==> src/rtl/serial_sum_pkg.sv <==
// Shared types and constants for the serial sum receiver.
// Holds the FSM state encoding, the default frame width and the
// bit-counter width helper used by the top and the counter.
package serial_sum_pkg;

  // Frame width used when the instantiating code does not override WIDTH.
  localparam int SSR_DEFAULT_WIDTH = 8;

  // 2-bit state code; 2'b11 is unused and recovers to ST_IDLE.
  typedef enum logic [1:0] {
    ST_IDLE  = 2'b00,
    ST_SHIFT = 2'b01,
    ST_HOLD  = 2'b10
  } state_t;

  // The counter must be able to represent WIDTH (one past the final bit)
  // so it never wraps inside a frame.
  function automatic int cnt_width(input int width);
    return $clog2(width) + 1;
  endfunction

endpackage

==> src/rtl/serial_bit_cnt.sv <==
// Purpose: bit counter for the serial receiver with clear, enable and terminal count.
// Latency: o_tc is combinational from the registered count (count == WIDTH-1).
// Backpressure: none; the count holds whenever i_en is low.
//
// Ports:
//   i_clk   - clock, rising edge
//   i_rst_n - asynchronous active-low reset (count -> 0)
//   i_clr   - synchronous clear, has priority over i_en
//   i_en    - increment by one
//   o_tc    - high while the count equals WIDTH-1 (next accepted bit is the last)
module serial_bit_cnt
  import serial_sum_pkg::*;
#(
  parameter int WIDTH = SSR_DEFAULT_WIDTH
) (
  input  logic i_clk,
  input  logic i_rst_n,
  input  logic i_clr,
  input  logic i_en,
  output logic o_tc
);

  localparam int             CW = cnt_width(WIDTH);
  localparam logic [CW-1:0]  TC = CW'(WIDTH - 1);

  logic [CW-1:0] r_cnt;

  always_ff @(posedge i_clk or negedge i_rst_n) begin
    if (!i_rst_n) begin
      r_cnt <= '0;
    end else if (i_clr) begin
      r_cnt <= '0;
    end else if (i_en) begin
      r_cnt <= r_cnt + CW'(1);
    end
  end

  assign o_tc = (r_cnt == TC);

endmodule

==> src/rtl/serial_sum_rx.sv <==
// Purpose: assembles a LSB-first serial sum (S) plus final carry (COUT) into a parallel word.
// Latency: out_valid rises the cycle after the WIDTH-th accepted bit.
// Backpressure: result held in HOLD until out_valid & out_ready; start/in_valid ignored meanwhile.
//
// Optional feature: define SERIAL_SUM_RX_ERR_EN to enable the sticky protocol
// error flag; otherwise err is tied low.
//
// Ports:
//   CLK, NRST            - clock (rising edge) and asynchronous active-low reset
//   start                - begin a frame while idle
//   rst                  - synchronous abort back to idle (highest priority)
//   in_valid, S, COUT    - serial bit strobe, sum bit, carry (used on final bit only)
//   sum_out, cout_out    - assembled result and captured carry
//   out_valid, out_ready - result handshake
//   busy                 - registered, high while shifting
//   err                  - sticky overrun / start-while-busy flag
module serial_sum_rx
  import serial_sum_pkg::*;
#(
  parameter int WIDTH = SSR_DEFAULT_WIDTH
) (
  input  logic             CLK,
  input  logic             NRST,
  input  logic             start,
  input  logic             rst,
  input  logic             in_valid,
  input  logic             S,
  input  logic             COUT,
  output logic [WIDTH-1:0] sum_out,
  output logic             cout_out,
  output logic             out_valid,
  input  logic             out_ready,
  output logic             busy,
  output logic             err
);

  state_t           r_state;
  state_t           w_next;
  logic [WIDTH-1:0] r_shift;
  logic [WIDTH-1:0] r_sum;
  logic             r_cout;
  logic             r_out_valid;
  logic             r_busy;

  logic             w_start_acc;
  logic             w_shift_en;
  logic             w_final;
  logic             w_tc;
  logic             w_cnt_clr;
  logic [WIDTH-1:0] w_shift_nxt;

  // rst is folded into every qualifier so it wins over start/in_valid.
  assign w_start_acc = (r_state == ST_IDLE)  && start    && !rst;
  assign w_shift_en  = (r_state == ST_SHIFT) && in_valid && !rst;
  assign w_final     = w_shift_en && w_tc;
  assign w_cnt_clr   = rst || w_start_acc;

  // New bits enter at the MSB so the first (LSB) bit lands in bit 0 after WIDTH shifts.
  assign w_shift_nxt = {S, r_shift[WIDTH-1:1]};

  serial_bit_cnt #(
    .WIDTH (WIDTH)
  ) u_bit_cnt (
    .i_clk   (CLK),
    .i_rst_n (NRST),
    .i_clr   (w_cnt_clr),
    .i_en    (w_shift_en),
    .o_tc    (w_tc)
  );

  always_comb begin
    w_next = r_state;
    case (r_state)
      ST_IDLE:  if (start)     w_next = ST_SHIFT;
      ST_SHIFT: if (w_final)   w_next = ST_HOLD;
      ST_HOLD:  if (out_ready) w_next = ST_IDLE;
      default:                 w_next = ST_IDLE;
    endcase
    if (rst) begin
      w_next = ST_IDLE;
    end
  end

  always_ff @(posedge CLK or negedge NRST) begin
    if (!NRST) begin
      r_state     <= ST_IDLE;
      r_shift     <= '0;
      r_sum       <= '0;
      r_cout      <= 1'b0;
      r_out_valid <= 1'b0;
      r_busy      <= 1'b0;
    end else begin
      r_state     <= w_next;
      // Flags are registered from the next state so they line up with r_state.
      r_busy      <= (w_next == ST_SHIFT);
      r_out_valid <= (w_next == ST_HOLD);

      if (rst || w_start_acc) begin
        r_shift <= '0;
      end else if (w_shift_en) begin
        r_shift <= w_shift_nxt;
      end

      // Result registers are only written on the final bit; abort leaves them alone.
      if (w_final) begin
        r_sum  <= w_shift_nxt;
        r_cout <= COUT;
      end
    end
  end

  assign sum_out   = r_sum;
  assign cout_out  = r_cout;
  assign out_valid = r_out_valid;
  assign busy      = r_busy;

`ifdef SERIAL_SUM_RX_ERR_EN
  logic r_err;
  logic w_err_set;

  // Overrun: a bit offered when no frame is being shifted; or a start during a frame.
  assign w_err_set = (in_valid && ((r_state == ST_IDLE) || (r_state == ST_HOLD))) ||
                     (start && (r_state == ST_SHIFT));

  always_ff @(posedge CLK or negedge NRST) begin
    if (!NRST) begin
      r_err <= 1'b0;
    end else if (rst) begin
      r_err <= 1'b0;
    end else if (w_err_set) begin
      r_err <= 1'b1;
    end
  end

  assign err = r_err;
`else
  assign err = 1'b0;
`endif

endmodule

==> config.mk <==
export PLATFORM = sky130hd
export DESIGN_NAME = serial_sum_rx
export DESIGN_NICKNAME = d
export VERILOG_FILES = /design/src/rtl/serial_sum_pkg.sv /design/src/rtl/serial_bit_cnt.sv /design/src/rtl/serial_sum_rx.sv
export SDC_FILE = /design/constraint.sdc
export NUM_CORES = 1
export LEC_CHECK = 0
export ABC_AREA = 0
export CORE_MARGIN = 2
export CORE_UTILIZATION = 53
export CTS_CLUSTER_DIAMETER = 30
export DETAILED_ROUTE_END_ITERATION = 10
export PLACE_DENSITY_LB_ADDON = 0.05
export SLEW_MARGIN = 20
export SYNTH_ARGS = -nofsm -noshare
export SYNTH_HDL_FRONTEND = slang
export SYNTH_SLANG_ARGS = --single-unit
==> constraint.sdc <==
create_clock -name CLK -period 3.33 [get_ports CLK]
set_clock_uncertainty 0.05 [all_clocks]
set_input_delay 0.666 -clock CLK [delete_from_list [all_inputs] [get_ports CLK]]
set_output_delay 0.666 -clock CLK [all_outputs]
set_load 0.005 [all_outputs]
==> flow_summary.yaml <==
timing:
  timing_max_transition_violations_final: 0
  max_clock_freq_mhz: 431
  layout_min_cycle_time_ns: 2.32
  setup_tns_ns: 0
  setup-violations-final: 0
  rsz0062_at_grt: "false"
  final_min_period_over_clock_period_pct: 69.6
  final_hold_vio_count: 0
  timing.hold.ws_ns: 0.470
placed_design:
  finalWeightedCongestion: 0.733
  detailed_place.area_um2: 1240
  post-dp-hpwl_um: 1190
  port_buffers: 18
final_layout:
  share_of_final_layout_standard_cells_stronger_than_drive_strength_1_pct: 18.1
  synthToLayoutAreaGrowth_pct: 21.8
  layout.cell_area.non_filler_um2: 1270
  num-fill-cells: 163
  diodes: 0
  design.final.nets: 116
critical_path:
  criticalPathCategory: "input pin to register"
  slowest_stage_delay_on_critical_path_ns: 0.51
  max_stage_delay_cell_worst_path: "sky130_fd_sc_hd__clkdlybuf4s50_1"
  critical_path_peak_fanout: 13
  worstPathBufferInverterCount: 2
  critPathCaptureType: "register"
  timing.critical_path.cells: "clkdlybuf4s50_1 -> nand4bb_4 -> nor3_4 -> buf_4 -> mux2_4"
  cp_data_arrival_time_ns: 2.47
  critical_path_required_ns: 3.48
  worst_path_dominant_cell_family: "buffers and inverters"
  worst_setup_path_start_kind: "input pin"
drt:
  drt-pass1-iter-count: 4
  detail_route.iter0.violations: 11
  via_count: 678
  viasPerCell: 5.14
  detailed_route_wl_um: 1700
  per_cell_routed_wire_length_um: 12.9
  post-route-drc-count: 0
  drtAntennaViolNets: 0
synth:
  synth_enable_flop_cells: 0
  leading_cell_types_by_total_area_after_synthesis: "sky130_fd_sc_hd__dfrtp_1, sky130_fd_sc_hd__mux2_4, sky130_fd_sc_hd__nand2_1"
  postSynthNetCount: 95
  synth_top_cells_by_count: "sky130_fd_sc_hd__dfrtp_1, sky130_fd_sc_hd__nand2_1, sky130_fd_sc_hd__a21oi_1"
  synth_top_flop_cell: "sky130_fd_sc_hd__dfrtp_1"
  yosys_reg_bits: 24
  cell_with_the_most_instances_after_synthesis: "sky130_fd_sc_hd__dfrtp_1"
  yosysSeqAreaShare_pct: 57.8
  synth_top_area_share_pct: 57.8
  netlist_instances: 86
  ys_warn_count: 0
  postSynth.asyncResetShare_pct: 100
  synth.lib_cells_used.distinct: 24
  syn-cell-area_um2: 1040
  netlist.top_cell.by_area: "sky130_fd_sc_hd__dfrtp_1"
  syn_avg_cell_area_um2: 12.1
clocking:
  cts.htree.levels: 1
  cts_resized: 0
  ctsRootBufferMaster: "sky130_fd_sc_hd__clkbuf_4"
  cts-buffers-inserted: 3
  clkLatencyLatePin_ns: 0.30
  clkSinkCount: 24
  ctsHoldBuffers: 0
  worst_setup_hold_path_clk_slew_ns: 0.12
  cts_max_path_buffers: 2
  postCtsSetupBuffers: 0
  cts_tree: "yes"
grt:
  grt_pass1_vias: 609
  grt_antenna_before_repair: 0
  gr-total-overflow: 0
  grt_first_pass_wirelength_um: 2610
  pin_count_of_the_biggest_net_entering_global_routing: 25
  global_route.usage.total_pct: 16.6
floorplanning:
  coreArea_um2: 1900
  start_util_pct: 54.7
  fp.dieArea_um2: 2330
  pin_count: 20
  rows: 16
  die_width_um: 48.3
  die-height_um: 48.3
outcome:
  run_status: "finished clean"
hold_path:
  hold_class: "register to register"
power_and_ir_drop:
  irDropWorstVdd_mv: 0.317
  p_per_area_nw_per_um2: 352
  power.static_leakage_uw: 0.000538
flow_run:
  timing.max_cap.violations: 0
worst register-to-register path, stage by stage, from the launching register on:
cell and delay (ns):
sky130_fd_sc_hd__dfrtp_1 0.46, sky130_fd_sc_hd__nand4bb_4 0.37, sky130_fd_sc_hd__nor3_4 0.39, sky130_fd_sc_hd__buf_4 0.25
sky130_fd_sc_hd__mux2_4 0.31
power breakdown:
part           total (uW)  internal, uW  switching, uW
Combinational        30.4          14.5           16.0
Clock                 120          42.2           77.4
Sequential            296           294           2.22
flip-flops by register name (all words and copies together), names as in the netlist:
name             cells
r_shift              7
busy                 1
u_bit_cnt.r_cnt      4
out_valid            1
sum_out              8
r_state              2
cout_out             1
path summary, 6_finish.rpt:
path	start	to	slack, ns	cells past startpoint
hold / removal	sum_out[7]	sum_out[7]	0.47	1
setup / recovery	rst	sum_out[3]	1.01	5
min in group asynchronous	NRST	out_valid	0.66	2
hold reg to reg	sum_out[7]	sum_out[7]	0.47	1
setup reg to reg	r_state[1]	sum_out[3]	1.41	4
max in group asynchronous	NRST	u_bit_cnt.r_cnt[0]	2.35	2
routing by layer:
| layer | vias up | wire length, um | share of wire, % | global-route usage (%) |
|---|---|---|---|---|
| met2 | 26 | 793 | 47 | 25.0 |
| met3 | 4 | 123 | 7.2 | 2.59 |
| met1 | 318 | 754 | 44 | 22.5 |
| li1 | 330 | - | - | - |
| met4 | 0 | 28 | 1.6 | 9.73 |
| met5 | - | 0 | 0 | 0 |
layout by cell type (no fill, tap or decap):
| cell | n |
|---|---|
| sky130_fd_sc_hd__or3_1 | 2 |
| sky130_fd_sc_hd__buf_4 | 3 |
| sky130_fd_sc_hd__mux2_4 | 6 |
| sky130_fd_sc_hd__o21ai_0 | 2 |
| sky130_fd_sc_hd__nand2_1 | 17 |
| sky130_fd_sc_hd__ha_1 | 1 |
| sky130_fd_sc_hd__mux2_2 | 3 |
| sky130_fd_sc_hd__conb_1 | 1 |
| sky130_fd_sc_hd__xnor2_1 | 1 |
| sky130_fd_sc_hd__o21ba_2 | 2 |
| sky130_fd_sc_hd__nor3b_1 | 1 |
| sky130_fd_sc_hd__nor2_1 | 3 |
| sky130_fd_sc_hd__nand3_1 | 1 |
| sky130_fd_sc_hd__nor3_4 | 1 |
| sky130_fd_sc_hd__nor4_1 | 2 |
| sky130_fd_sc_hd__a21o_1 | 1 |
| sky130_fd_sc_hd__nand4bb_4 | 1 |
| sky130_fd_sc_hd__clkdlybuf4s50_1 | 18 |
| sky130_fd_sc_hd__a21oi_1 | 10 |
| sky130_fd_sc_hd__clkbuf_4 | 3 |
| sky130_fd_sc_hd__inv_1 | 1 |
| sky130_fd_sc_hd__dfrtp_1 | 24 |
| sky130_fd_sc_hd__nor4bb_1 | 1 |
area by class of cell:
cell class                      count  area [um^2]  area share, %
Clock buffer                        3         22.5           1.78
Inverter                            1         3.75          0.296
Multi-Input combinational cell     56          403           31.8
Sequential cell                    24          601           47.4
Tap cell                           27         33.8           2.67
Timing Repair Buffer               21          203           16.0
cells by family after synthesis:
group,count (synthesis),synth area share [%]
AND/OR/NAND/NOR,29,16.0
flip-flops,24,57.8
AO/OA/AOI/OAI,15,8.42
multiplexers,9,11.9
buffers and inverters,6,3.49
adder cells (fa/ha/maj),1,1.20
other,1,0.361
XOR/XNOR,1,0.843
stage by stage:
stage,utilization (%),power [uW],worst slack (ns),std cells
after floorplan,-,313,1.57,86
after global placement,65.4,332,0.707,129
after detailed placement,65.4,332,0.684,129
after CTS,66.6,455,1.02,132
after global routing,66.6,471,0.940,132
final,66.6,446,1.01,132
(Power assumes the default switching activity.)
